$ cat src/rtl/fu_load_nb_pkg.sv
// fu_load_nb_pkg: entry-state and access-size enums shared by the non-blocking load unit
package fu_load_nb_pkg;
  typedef enum logic [1:0] {FREE, LOOKUP, WAIT, DONE} ld_entry_state_e;
  typedef enum logic [1:0] {BYTE = 2'd0, HALF = 2'd1, WORD = 2'd2} ld_size_e;
endpackage

$ cat src/rtl/fu_load_nb_if.sv
// fu_load_nb_if: load-unit bus (squash, issue, sq probe, dcache, refill broadcast, completion, perf); slave = load unit, master = environment
interface fu_load_nb_if #(
  parameter int XLEN = 32,
  parameter int TAG_W = 5,
  parameter int PRF_W = 6
);
  logic squash;
  logic iss_valid;
  logic iss_ready;
  logic [XLEN-1:0] iss_base;
  logic [XLEN-1:0] iss_imm;
  logic [1:0] iss_size;
  logic iss_unsigned;
  logic [TAG_W-1:0] iss_rob;
  logic [PRF_W-1:0] iss_prf;
  logic sq_req_valid;
  logic [XLEN-1:0] sq_req_addr;
  logic [TAG_W-1:0] sq_req_rob;
  logic sq_fwd_hit;
  logic [XLEN-1:0] sq_fwd_data;
  logic dc_rd_en;
  logic [XLEN-1:0] dc_addr;
  logic dc_hit;
  logic [XLEN-1:0] dc_rd_data;
  logic brd_valid;
  logic [XLEN-1:0] brd_addr;
  logic [XLEN-1:0] brd_data;
  logic cmp_req;
  logic cmp_grant;
  logic [TAG_W-1:0] cmp_rob;
  logic [PRF_W-1:0] cmp_prf;
  logic [XLEN-1:0] cmp_value;
  logic [31:0] perf_hit_cnt;
  logic [31:0] perf_miss_cnt;
  logic [31:0] perf_fwd_cnt;
  modport slave (
    input squash, iss_valid, iss_base, iss_imm, iss_size, iss_unsigned, iss_rob, iss_prf,
    input sq_fwd_hit, sq_fwd_data, dc_hit, dc_rd_data, brd_valid, brd_addr, brd_data, cmp_grant,
    output iss_ready, sq_req_valid, sq_req_addr, sq_req_rob, dc_rd_en, dc_addr,
    output cmp_req, cmp_rob, cmp_prf, cmp_value, perf_hit_cnt, perf_miss_cnt, perf_fwd_cnt
  );
  modport master (
    output squash, iss_valid, iss_base, iss_imm, iss_size, iss_unsigned, iss_rob, iss_prf,
    output sq_fwd_hit, sq_fwd_data, dc_hit, dc_rd_data, brd_valid, brd_addr, brd_data, cmp_grant,
    input iss_ready, sq_req_valid, sq_req_addr, sq_req_rob, dc_rd_en, dc_addr,
    input cmp_req, cmp_rob, cmp_prf, cmp_value, perf_hit_cnt, perf_miss_cnt, perf_fwd_cnt
  );
endinterface

$ cat src/rtl/fu_load_nb_align.sv
// ld_align: per-lane byte/half/word extraction with sign/zero extension (word, off, size, uns -> value), one lane per load entry
module ld_align
  import fu_load_nb_pkg::*;
#(
  parameter int XLEN = 32,
  parameter int N = 1
) (
  input  logic [XLEN-1:0] word [N],
  input  logic [1:0]      off [N],
  input  ld_size_e        size [N],
  input  logic            uns [N],
  output logic [XLEN-1:0] value [N]
);
  for (genvar g = 0; g < N; g++) begin : g_lane
    logic [7:0] b;
    logic [15:0] h;
    assign b = word[g][{off[g], 3'b000} +: 8];
    assign h = word[g][{off[g][1], 4'b0000} +: 16];
    assign value[g] = size[g] == BYTE ? {{(XLEN-8){~uns[g] & b[7]}}, b} :
                      size[g] == HALF ? {{(XLEN-16){~uns[g] & h[15]}}, h} : word[g];
  end
endmodule

$ cat src/rtl/fu_load_nb.sv
// fu_load_nb: non-blocking load unit, DEPTH entries (ports clk, rst, bus = fu_load_nb_if.slave); LD_PERF_CNT_EN enables hit/miss/fwd counters
module fu_load_nb
  import fu_load_nb_pkg::*;
#(
  parameter int XLEN = 32,
  parameter int DEPTH = 4,
  parameter int TAG_W = 5,
  parameter int PRF_W = 6
) (
  input logic clk,
  input logic rst,
  fu_load_nb_if.slave bus
);
  localparam int IW = $clog2(DEPTH);
  ld_entry_state_e state [DEPTH];
  logic [XLEN-1:0] addr [DEPTH];
  ld_size_e size [DEPTH];
  logic uns [DEPTH];
  logic [TAG_W-1:0] rob [DEPTH];
  logic [PRF_W-1:0] prf [DEPTH];
  logic [XLEN-1:0] value [DEPTH];
  logic [IW-1:0] free_idx, lk_idx, dn_idx;
  logic free_any, lk_any, dn_any, lk_done;
  logic [DEPTH-1:0] brd_match;
  logic [XLEN-1:0] lk_word, lk_waddr;
  logic [XLEN-1:0] lane_word [DEPTH];
  logic [XLEN-1:0] lane_val [DEPTH];
  logic [1:0] lane_off [DEPTH];
  always_comb begin
    free_any = 1'b0;
    lk_any = 1'b0;
    dn_any = 1'b0;
    free_idx = '0;
    lk_idx = '0;
    dn_idx = '0;
    for (int i = DEPTH - 1; i >= 0; i--) begin
      if (state[i] == FREE) begin
        free_any = 1'b1;
        free_idx = IW'(i);
      end
      if (state[i] == LOOKUP) begin
        lk_any = 1'b1;
        lk_idx = IW'(i);
      end
      if (state[i] == DONE) begin
        dn_any = 1'b1;
        dn_idx = IW'(i);
      end
    end
  end
  assign lk_word = bus.sq_fwd_hit ? bus.sq_fwd_data : bus.dc_hit ? bus.dc_rd_data : bus.brd_data;
  assign lk_done = bus.sq_fwd_hit | bus.dc_hit | brd_match[lk_idx];
  // the looking-up entry aligns its resolved word; every other lane aligns the refill word
  always_comb begin
    brd_match = '0;
    for (int i = 0; i < DEPTH; i++) begin
      brd_match[i] = bus.brd_valid && bus.brd_addr == {addr[i][XLEN-1:2], 2'b00};
      lane_word[i] = (lk_any && lk_idx == IW'(i)) ? lk_word : bus.brd_data;
      lane_off[i] = addr[i][1:0];
    end
  end
  ld_align #(.XLEN(XLEN), .N(DEPTH)) u_align (
    .word(lane_word),
    .off(lane_off),
    .size(size),
    .uns(uns),
    .value(lane_val)
  );
  always_ff @(posedge clk) begin
    for (int i = 0; i < DEPTH; i++) begin
      if (rst || bus.squash) begin
        state[i] <= FREE;
      end else if (state[i] == FREE && bus.iss_valid && free_idx == IW'(i)) begin
        state[i] <= LOOKUP;
        addr[i] <= bus.iss_base + bus.iss_imm;
        size[i] <= ld_size_e'(bus.iss_size);
        uns[i] <= bus.iss_unsigned;
        rob[i] <= bus.iss_rob;
        prf[i] <= bus.iss_prf;
      end else if (state[i] == LOOKUP && lk_idx == IW'(i)) begin
        state[i] <= lk_done ? DONE : WAIT;
        value[i] <= lane_val[i];
      end else if (state[i] == WAIT && brd_match[i]) begin
        state[i] <= DONE;
        value[i] <= lane_val[i];
      end else if (state[i] == DONE && bus.cmp_grant && dn_idx == IW'(i)) begin
        state[i] <= FREE;
      end
    end
  end
  assign lk_waddr = lk_any ? {addr[lk_idx][XLEN-1:2], 2'b00} : '0;
  assign bus.iss_ready = free_any;
  assign bus.sq_req_valid = lk_any;
  assign bus.dc_rd_en = lk_any;
  assign bus.sq_req_addr = lk_waddr;
  assign bus.dc_addr = lk_waddr;
  assign bus.sq_req_rob = lk_any ? rob[lk_idx] : '0;
  assign bus.cmp_req = dn_any;
  assign bus.cmp_rob = dn_any ? rob[dn_idx] : '0;
  assign bus.cmp_prf = dn_any ? prf[dn_idx] : '0;
  assign bus.cmp_value = dn_any ? value[dn_idx] : '0;
`ifdef LD_PERF_CNT_EN
  logic [31:0] hit_cnt, miss_cnt, fwd_cnt;
  always_ff @(posedge clk) begin
    if (rst) begin
      hit_cnt <= '0;
      miss_cnt <= '0;
      fwd_cnt <= '0;
    end else if (lk_any && !bus.squash) begin
      fwd_cnt <= fwd_cnt + 32'(bus.sq_fwd_hit);
      hit_cnt <= hit_cnt + 32'(!bus.sq_fwd_hit && bus.dc_hit);
      miss_cnt <= miss_cnt + 32'(!bus.sq_fwd_hit && !bus.dc_hit);
    end
  end
  assign bus.perf_hit_cnt = hit_cnt;
  assign bus.perf_miss_cnt = miss_cnt;
  assign bus.perf_fwd_cnt = fwd_cnt;
`else
  assign bus.perf_hit_cnt = '0;
  assign bus.perf_miss_cnt = '0;
  assign bus.perf_fwd_cnt = '0;
`endif
endmodule
$ cat src/flat_wrapper.sv
// flat-port wrapper written by rule: the top's interface ports become plain ports
module fu_load_nb_flat import fu_load_nb_pkg::*;
#(
  parameter int XLEN = 32,
  parameter int DEPTH = 4,
  parameter int TAG_W = 5,
  parameter int PRF_W = 6
)
  (clk, rst, bus_squash, bus_iss_valid, bus_iss_base, bus_iss_imm, bus_iss_size, bus_iss_unsigned, bus_iss_rob, bus_iss_prf, bus_sq_fwd_hit, bus_sq_fwd_data, bus_dc_hit, bus_dc_rd_data, bus_brd_valid, bus_brd_addr, bus_brd_data, bus_cmp_grant, bus_iss_ready, bus_sq_req_valid, bus_sq_req_addr, bus_sq_req_rob, bus_dc_rd_en, bus_dc_addr, bus_cmp_req, bus_cmp_rob, bus_cmp_prf, bus_cmp_value, bus_perf_hit_cnt, bus_perf_miss_cnt, bus_perf_fwd_cnt);
  fu_load_nb_if #(.XLEN(XLEN), .TAG_W(TAG_W), .PRF_W(PRF_W)) bus_i ();
  input logic clk;
  input logic rst;
  input wire logic [$bits(bus_i.squash)-1:0] bus_squash;
  input wire logic [$bits(bus_i.iss_valid)-1:0] bus_iss_valid;
  input wire logic [$bits(bus_i.iss_base)-1:0] bus_iss_base;
  input wire logic [$bits(bus_i.iss_imm)-1:0] bus_iss_imm;
  input wire logic [$bits(bus_i.iss_size)-1:0] bus_iss_size;
  input wire logic [$bits(bus_i.iss_unsigned)-1:0] bus_iss_unsigned;
  input wire logic [$bits(bus_i.iss_rob)-1:0] bus_iss_rob;
  input wire logic [$bits(bus_i.iss_prf)-1:0] bus_iss_prf;
  input wire logic [$bits(bus_i.sq_fwd_hit)-1:0] bus_sq_fwd_hit;
  input wire logic [$bits(bus_i.sq_fwd_data)-1:0] bus_sq_fwd_data;
  input wire logic [$bits(bus_i.dc_hit)-1:0] bus_dc_hit;
  input wire logic [$bits(bus_i.dc_rd_data)-1:0] bus_dc_rd_data;
  input wire logic [$bits(bus_i.brd_valid)-1:0] bus_brd_valid;
  input wire logic [$bits(bus_i.brd_addr)-1:0] bus_brd_addr;
  input wire logic [$bits(bus_i.brd_data)-1:0] bus_brd_data;
  input wire logic [$bits(bus_i.cmp_grant)-1:0] bus_cmp_grant;
  output wire logic [$bits(bus_i.iss_ready)-1:0] bus_iss_ready;
  output wire logic [$bits(bus_i.sq_req_valid)-1:0] bus_sq_req_valid;
  output wire logic [$bits(bus_i.sq_req_addr)-1:0] bus_sq_req_addr;
  output wire logic [$bits(bus_i.sq_req_rob)-1:0] bus_sq_req_rob;
  output wire logic [$bits(bus_i.dc_rd_en)-1:0] bus_dc_rd_en;
  output wire logic [$bits(bus_i.dc_addr)-1:0] bus_dc_addr;
  output wire logic [$bits(bus_i.cmp_req)-1:0] bus_cmp_req;
  output wire logic [$bits(bus_i.cmp_rob)-1:0] bus_cmp_rob;
  output wire logic [$bits(bus_i.cmp_prf)-1:0] bus_cmp_prf;
  output wire logic [$bits(bus_i.cmp_value)-1:0] bus_cmp_value;
  output wire logic [$bits(bus_i.perf_hit_cnt)-1:0] bus_perf_hit_cnt;
  output wire logic [$bits(bus_i.perf_miss_cnt)-1:0] bus_perf_miss_cnt;
  output wire logic [$bits(bus_i.perf_fwd_cnt)-1:0] bus_perf_fwd_cnt;
  assign bus_i.squash = bus_squash;
  assign bus_i.iss_valid = bus_iss_valid;
  assign bus_i.iss_base = bus_iss_base;
  assign bus_i.iss_imm = bus_iss_imm;
  assign bus_i.iss_size = bus_iss_size;
  assign bus_i.iss_unsigned = bus_iss_unsigned;
  assign bus_i.iss_rob = bus_iss_rob;
  assign bus_i.iss_prf = bus_iss_prf;
  assign bus_i.sq_fwd_hit = bus_sq_fwd_hit;
  assign bus_i.sq_fwd_data = bus_sq_fwd_data;
  assign bus_i.dc_hit = bus_dc_hit;
  assign bus_i.dc_rd_data = bus_dc_rd_data;
  assign bus_i.brd_valid = bus_brd_valid;
  assign bus_i.brd_addr = bus_brd_addr;
  assign bus_i.brd_data = bus_brd_data;
  assign bus_i.cmp_grant = bus_cmp_grant;
  assign bus_iss_ready = bus_i.iss_ready;
  assign bus_sq_req_valid = bus_i.sq_req_valid;
  assign bus_sq_req_addr = bus_i.sq_req_addr;
  assign bus_sq_req_rob = bus_i.sq_req_rob;
  assign bus_dc_rd_en = bus_i.dc_rd_en;
  assign bus_dc_addr = bus_i.dc_addr;
  assign bus_cmp_req = bus_i.cmp_req;
  assign bus_cmp_rob = bus_i.cmp_rob;
  assign bus_cmp_prf = bus_i.cmp_prf;
  assign bus_cmp_value = bus_i.cmp_value;
  assign bus_perf_hit_cnt = bus_i.perf_hit_cnt;
  assign bus_perf_miss_cnt = bus_i.perf_miss_cnt;
  assign bus_perf_fwd_cnt = bus_i.perf_fwd_cnt;
  fu_load_nb #(.XLEN(XLEN), .DEPTH(DEPTH), .TAG_W(TAG_W), .PRF_W(PRF_W)) u_core (.clk(clk), .rst(rst), .bus(bus_i));
endmodule
$ cat config.mk
export PLATFORM = sky130hd
export DESIGN_NAME = fu_load_nb_flat
export DESIGN_NICKNAME = d
export VERILOG_FILES = /design/src/rtl/fu_load_nb_pkg.sv /design/src/rtl/fu_load_nb_if.sv /design/src/rtl/fu_load_nb_align.sv /design/src/rtl/fu_load_nb.sv /design/src/flat_wrapper.sv
export SDC_FILE = /design/constraint.sdc
export NUM_CORES = 1
export LEC_CHECK = 0
export ABC_AREA = 0
export CORE_ASPECT_RATIO = 0.5
export CORE_MARGIN = 4
export CORE_UTILIZATION = 45
export CTS_CLUSTER_DIAMETER = 60
export CTS_CLUSTER_SIZE = 30
export DETAILED_ROUTE_END_ITERATION = 8
export PLACE_DENSITY = 0.69
export SLEW_MARGIN = 10
export SYNTH_ARGS = -nofsm -noshare
export SYNTH_HDL_FRONTEND = slang
export SYNTH_HIERARCHICAL = 1
export SYNTH_SLANG_ARGS = --single-unit
$ cat constraint.sdc
create_clock -name clk -period 10.1 [get_ports clk]
set_clock_uncertainty 0.15 [all_clocks]
set_input_delay 3.03 -clock clk [delete_from_list [all_inputs] [get_ports clk]]
set_output_delay 3.03 -clock clk [all_outputs]
set_load 0.05 [all_outputs]
# Word level (Yosys, flattened, before mapping)
# Memory sizes are Yosys's and may differ from the RTL's.
# Index checks and enable logic that the tools add are counted.
[word_totals]
reg_bits = 12
output_inout_bits = 212
word_cells = 311
mem_bits_ro = 0
memories = 5
inputBits = 214
latchBits = 0
ram_bits = 308
[op_classes]
add_sub_neg = 1
order_cmp = 1
n_mux = 167
mul = 0
bitwise = 35
n_eq_ne = 29
n_reduce_logical = 57
shift = 8
div = 0
[mem_list]
columns = ["memory", "depth", "word_bits", "rd", "rd_clocked_by_memory_dff", "wr", "line_no", "text"]
rows = [
  ["u_core.addr", 4, 32, 5, 0, 1, "fu_load_nb.sv:16", "logic [XLEN-1:0] addr [DEPTH];"],
  ["u_core.value", 4, 32, 1, 0, 4, "fu_load_nb.sv:21", "logic [XLEN-1:0] value [DEPTH];"],
  ["u_core.prf", 4, 6, 1, 0, 1, "fu_load_nb.sv:20", "logic [PRF_W-1:0] prf [DEPTH];"],
  ["u_core.rob", 4, 5, 2, 0, 1, "fu_load_nb.sv:19", "logic [TAG_W-1:0] rob [DEPTH];"],
  ["u_core.state", 4, 2, 4, 0, 4, "fu_load_nb.sv:15", "ld_entry_state_e state [DEPTH];"],
]
[op_table]
columns = ["operator", "n"]
rows = [
  ["$mux 32", 23],
  ["$eq 32x32->1", 4],
  ["$shiftx 32x6->16", 4],
  ["$shiftx 32x6->8", 4],
  ["$mux 1", 97],
  ["$reduce_or 32->1", 3],
  ["$mux 2", 37],
  ["$add 32x32->32", 1],
  ["$logic_and 1x1->1", 32],
  ["$eq 2x2->1 const B", 14],
  ["$mux 5", 5],
  ["$mux 6", 4],
  ["$eq 2x1->1 const B", 11],
  ["$logic_not 2->1", 11],
  ["$or 1x1->1", 22],
  ["$reduce_or 6->1", 3],
  ["$reduce_or 5->1", 3],
  ["$and 1x1->1", 8],
  ["$reduce_and 2->1", 4],
  ["$not 1->1", 5],
  ["$lt 2x3->1 const B", 1],
  ["$bmux 1 s2", 1],
  ["$logic_or 1x1->1", 1],
]

# Logic depth before layout (Yosys ltp)
# An unclocked memory read counts as a cell.
[logic_depth]
depth_word = 15
depth_mapped = 12

# Cells and area by module
# Netlist, hierarchy kept.
[modules_own_cells]
columns = ["mod", "area_per_inst_um2", "seq_area_each_um2", "cells_per_inst", "n_inst"]
rows = [
  ["fu_load_nb", 17949.7, 9609.2, 1649, 1],
  ["ld_align", 3334.4, 0.0, 493, 1],
]

# Worst setup path before layout
# Ideal clock, no wire load.
[synth_path]
kind = "input -> register"
from = "input port bus_squash"
to = "memory u_core.addr[0][0], enable pin"
slack_ps = 1569
arrival_time_ps = 7814
cell_stages = 2
required_time_ps = 9383
path_cell_list = "or2_0 -> nor4_1"
[synth_via]
elab_chain_cells = 7
word_cells_on_any_way = 18
[synth_lines]
columns = ["item", "line_no", "text"]
rows = [
  ["from (decl)", "flat_wrapper.sv:13", "input wire logic [$bits(bus_i.squash)-1:0] bus_squash;"],
  ["$logic_or 1x1->1 (*)", "fu_load_nb.sv:71", "if (rst || bus.squash) begin"],
  ["$mux 1", "fu_load_nb.sv:71", ""],
  ["$mux 1 (implied by the code)", "fu_load_nb.sv:75", "addr[i] <= bus.iss_base + bus.iss_imm;"],
  ["$reduce_or 32->1 (no line)", "-", ""],
  ["$mux 2 (no line) / $mux 1 (equally long branches) (3 in a row)", "-", ""],
  ["to (decl)", "fu_load_nb.sv:16", ""],
]
# Every way passes the cells marked *; elsewhere a longest branch is shown, timed or not.

==> impl_results.md <==
* Die Height at about 160 microns
* Launching element type of the critical path: flop
* Fraction of registers with async set or reset after synthesis at 0
* Max-slew violation total from the final report at 0
* Placer congestion estimate at 1.040
* Tightest Hold Check Type: flop to flop
* Count of state elements after synthesis at 320
* IO Port Bufs at 325
* Number of nets in the layout at 2564
* Width of the chip at between 300 and 400 microns
* Crit-path cells: nand2b_2 > buf_4 > nand2_1 > nor2_2 > buf_4 > a222oi_1 > nand2_1 > clkdlybuf4s50_1
* Resized Gates After CTS at 0
* YS warnings at 6
* Total negative setup slack at 0 ns
* Number of vias after detailed routing at ~18000
* DRC errors left at 0
* Initial Util at 0.4547
* Number of distinct standard cells referenced by the synthesized netlist at 71
* Placement Setup Slack at 2.626 ns
* Hpwl dp at 53000 microns
* Worst flop-to-flop path startpoint: u_core/state[0][1]$_SDFFCE_PP0P_
* Standard-cell rows at 56
* Detail-routed via count per cell at 5.981
* Max-cap violations at 0
* Class of the most critical setup path: flop to primary output
* Worst path arrival time at 4.91 ns
* Sequential-to-total area share from yosys stat at 0.4515
* Setup slack of the worst register-to-register path at between 5 and 6 ns
* Setup crit end kind: primary output
* I/O pins at 426
* WP data required at around 6.9 ns
* Synth top area share at 0.4515
* Number of inserted filler cells in the final layout at 4184
* Number of buffers and inverters on the critical path at 3
* Root Buffer Master: clkbuf_16
* Worst reg2reg path depth at 9
* First drt pass iteration count at 9
* Largest buffer count on any clock path at 3
* Post-Synthesis Cells at roughly 2100
* Final period utilization at 0.8013
* Area enclosed by the die boundary at between 0.05 and 0.06 sq mm
* Initial antenna violation count at 3
* Synth area leaders: edfxtp_1, nand2_1, xnor2_1
* Post-layout minimum cycle time at a little over 8 ns
* Antenna-violating nets left at 0
* Area overhead of the layout relative to synthesis at 17.54%
* Hold_buf cts at 0
* Maximum achievable frequency at ~0.12 GHz
* End point of the worst hold path: u_core/state[1][1]$_SDFFCE_PP0P_
* Violation count after the first detailed-route iteration at 2310
* Max H-tree Level at 1
* Clock insertion delay at the later pin of the skew report at 0.55 ns
* IR drop worst, VDD at 0.1063 mV
* LEAKAGE at 9.038 nW
* Post-synth EDFFs at 320
* Setup WS post-layout at 2.007 ns
* Post-route standard cell area excluding fillers at roughly 0.025 sq mm
* Post-synth design cell area at 0.02128 sq mm
* Maximum number of pins on one net before global-route repair at 71
* Cell type group with the largest total delay on the critical path: simple AND/OR/NAND/NOR gates
* Global-route wire length before repair at 104600 microns
* Fraction of final layout cells sized beyond drive strength 1 at 0.07765
* Via count of the first global-routing pass at 16549
* Crit Path Max Fanout at 70
* Slew at the pin closest to its max-slew limit at roughly 1.1 ns
* Max_slew headroom at 0.2462
* Utilization after layout at 0.5345
* Combined flip-flop and latch cell area at ~0.0096 sq mm
* Cell type with the largest total area after synthesis: edfxtp_1
* Mean instance size in the synthesized netlist at between 9 and 10 sq um
* CTS sink cnt at 320
* Unrepaired setup endpoints after global routing: no
* GR Util All Layers at 0.2698
* Worst R2R End: u_core/value[3][15]$_DFFE_PP_
* Routed len/inst at 24.23 microns
* Number of buffers created by CTS at 19
* CTS tree: yes
* Standard cell core area at 0.04680 sq mm
* Number of instances on the worst hold path at 2
* Post-place instance area at 0.02429 sq mm
* Finish-stage setup viols at 0
* Synth Flop Type: edfxtp_1
* Run status: finished, final reports clean
* Ratio of total power to cell area at 157.0 mW/mm^2
* Hold_sp: u_core/state[1][1]$_SDFFCE_PP0P_
* Total detailed-routing wirelength at 72000 microns
* Cell with the largest stage delay on the worst path: nor2_2
* Most frequent cells in the layout: clkdlybuf4s50_1, nand2_1, edfxtp_1
* Number of buffers added for setup after CTS at 0
* Multi-input gate area at 0.01034 sq mm
* Global-route congestion overflow total at 0
* Maximum cell stage delay along the critical path at around 1.0 ns
* Clock transition at the register clock pins on the worst setup and hold paths after CTS at roughly 0.11 ns
* Final hold violation count at 0
[sequential cells by signal, summed over array words and instances (netlist names)]
| signal | flops |
|---|---|
| u_core/prf | 24 |
| u_core/state | 8 |
| u_core/addr | 128 |
| u_core/uns | 4 |
| u_core/value | 128 |
| u_core/rob | 20 |
| u_core/size | 8 |
[worst min-delay path: cells and delay by family, from the launching register on]
kind	cells	cell delay (ns)
DFF	1	0.47
AOI/OAI and AO/OA	1	0.14
and+or+nand+nor	1	0.14
[cells in the mapped netlist, drive strengths merged (43+ instances only)]
master and n:
nand2 325, edfxtp 320, o21ai 187, buf 161, clkbuf 140, xnor2 134
nor2 125, nand3 100, a21oi 68, a222oi 67, nor2b 47, mux2 43
[cell type report]
| class | instances | area share |
|---|---|---|
| Antenna cell | 2 | 0.0002001 |
| Clock buffer | 20 | 0.01915 |
| Clock inverter | 14 | 0.008952 |
| Inverter | 17 | 0.002551 |
| Multi-Input combinational cell | 1603 | 0.4134 |
| Sequential cell | 320 | 0.3841 |
| Tap cell | 638 | 0.03191 |
| Timing Repair Buffer | 357 | 0.1397 |
[per-layer routing]
metal | up-vias | track usage | wire length (microns)
met5 | - | 0 | 13
met4 | 2 | 0.1094 | 3270
met3 | 179 | 0.03532 | 6032
met2 | 1009 | 0.4549 | 35010
met1 | 8487 | 0.3550 | 27670
li1 | 8092 | - | -
[through the flow]
step	hold WS (ns)	cells	power [W]
after floorplan	0.5839	2241	0.002590
after detailed placement	0.6948	2934	0.002996
after global placement	0.6496	2934	0.002980
after global routing	0.7606	2971	0.004072
after CTS	0.7205	2968	0.003915
final	0.7312	2971	0.003927
[cell families after synthesis]
logic type,after synthesis,share of synthesized area
flops,320,0.4515
fa+ha+maj,32,0.01916
other cells,1,0.0001762
simple gates,737,0.1622
compound gates,478,0.1498
buf+inv,318,0.08383
mux,114,0.07495
xor+xnor,142,0.05843
[worst max path at each step]
stage                     cells past startpoint                           to                              from  slack, ns
after global routing                          8               bus_dc_addr[4]  u_core/state[0][1]$_SDFFCE_PP0P_       1.76
after global placement                        8           bus_sq_req_addr[4]  u_core/state[0][1]$_SDFFCE_PP0P_       2.74
after floorplan                               2  u_core/addr[0][0]$_DFFE_PP_                        bus_squash       1.57
after CTS                                     8               bus_dc_addr[4]  u_core/state[0][1]$_SDFFCE_PP0P_       2.06
after detailed placement                      8               bus_dc_addr[4]  u_core/state[0][1]$_SDFFCE_PP0P_       2.63
final                                         8               bus_dc_addr[4]  u_core/state[0][1]$_SDFFCE_PP0P_       2.01
[power breakdown]
part | switching, W | internal [W] | total, W
clock network | 0.000525 | 0.000416 | 0.000941
logic | 0.000948 | 0.000469 | 0.00142
registers | 0.0000261 | 0.00154 | 0.00157
total | 0.00150 | 0.00243 | 0.00393
Note: power is estimated with default switching activity, not from simulation.
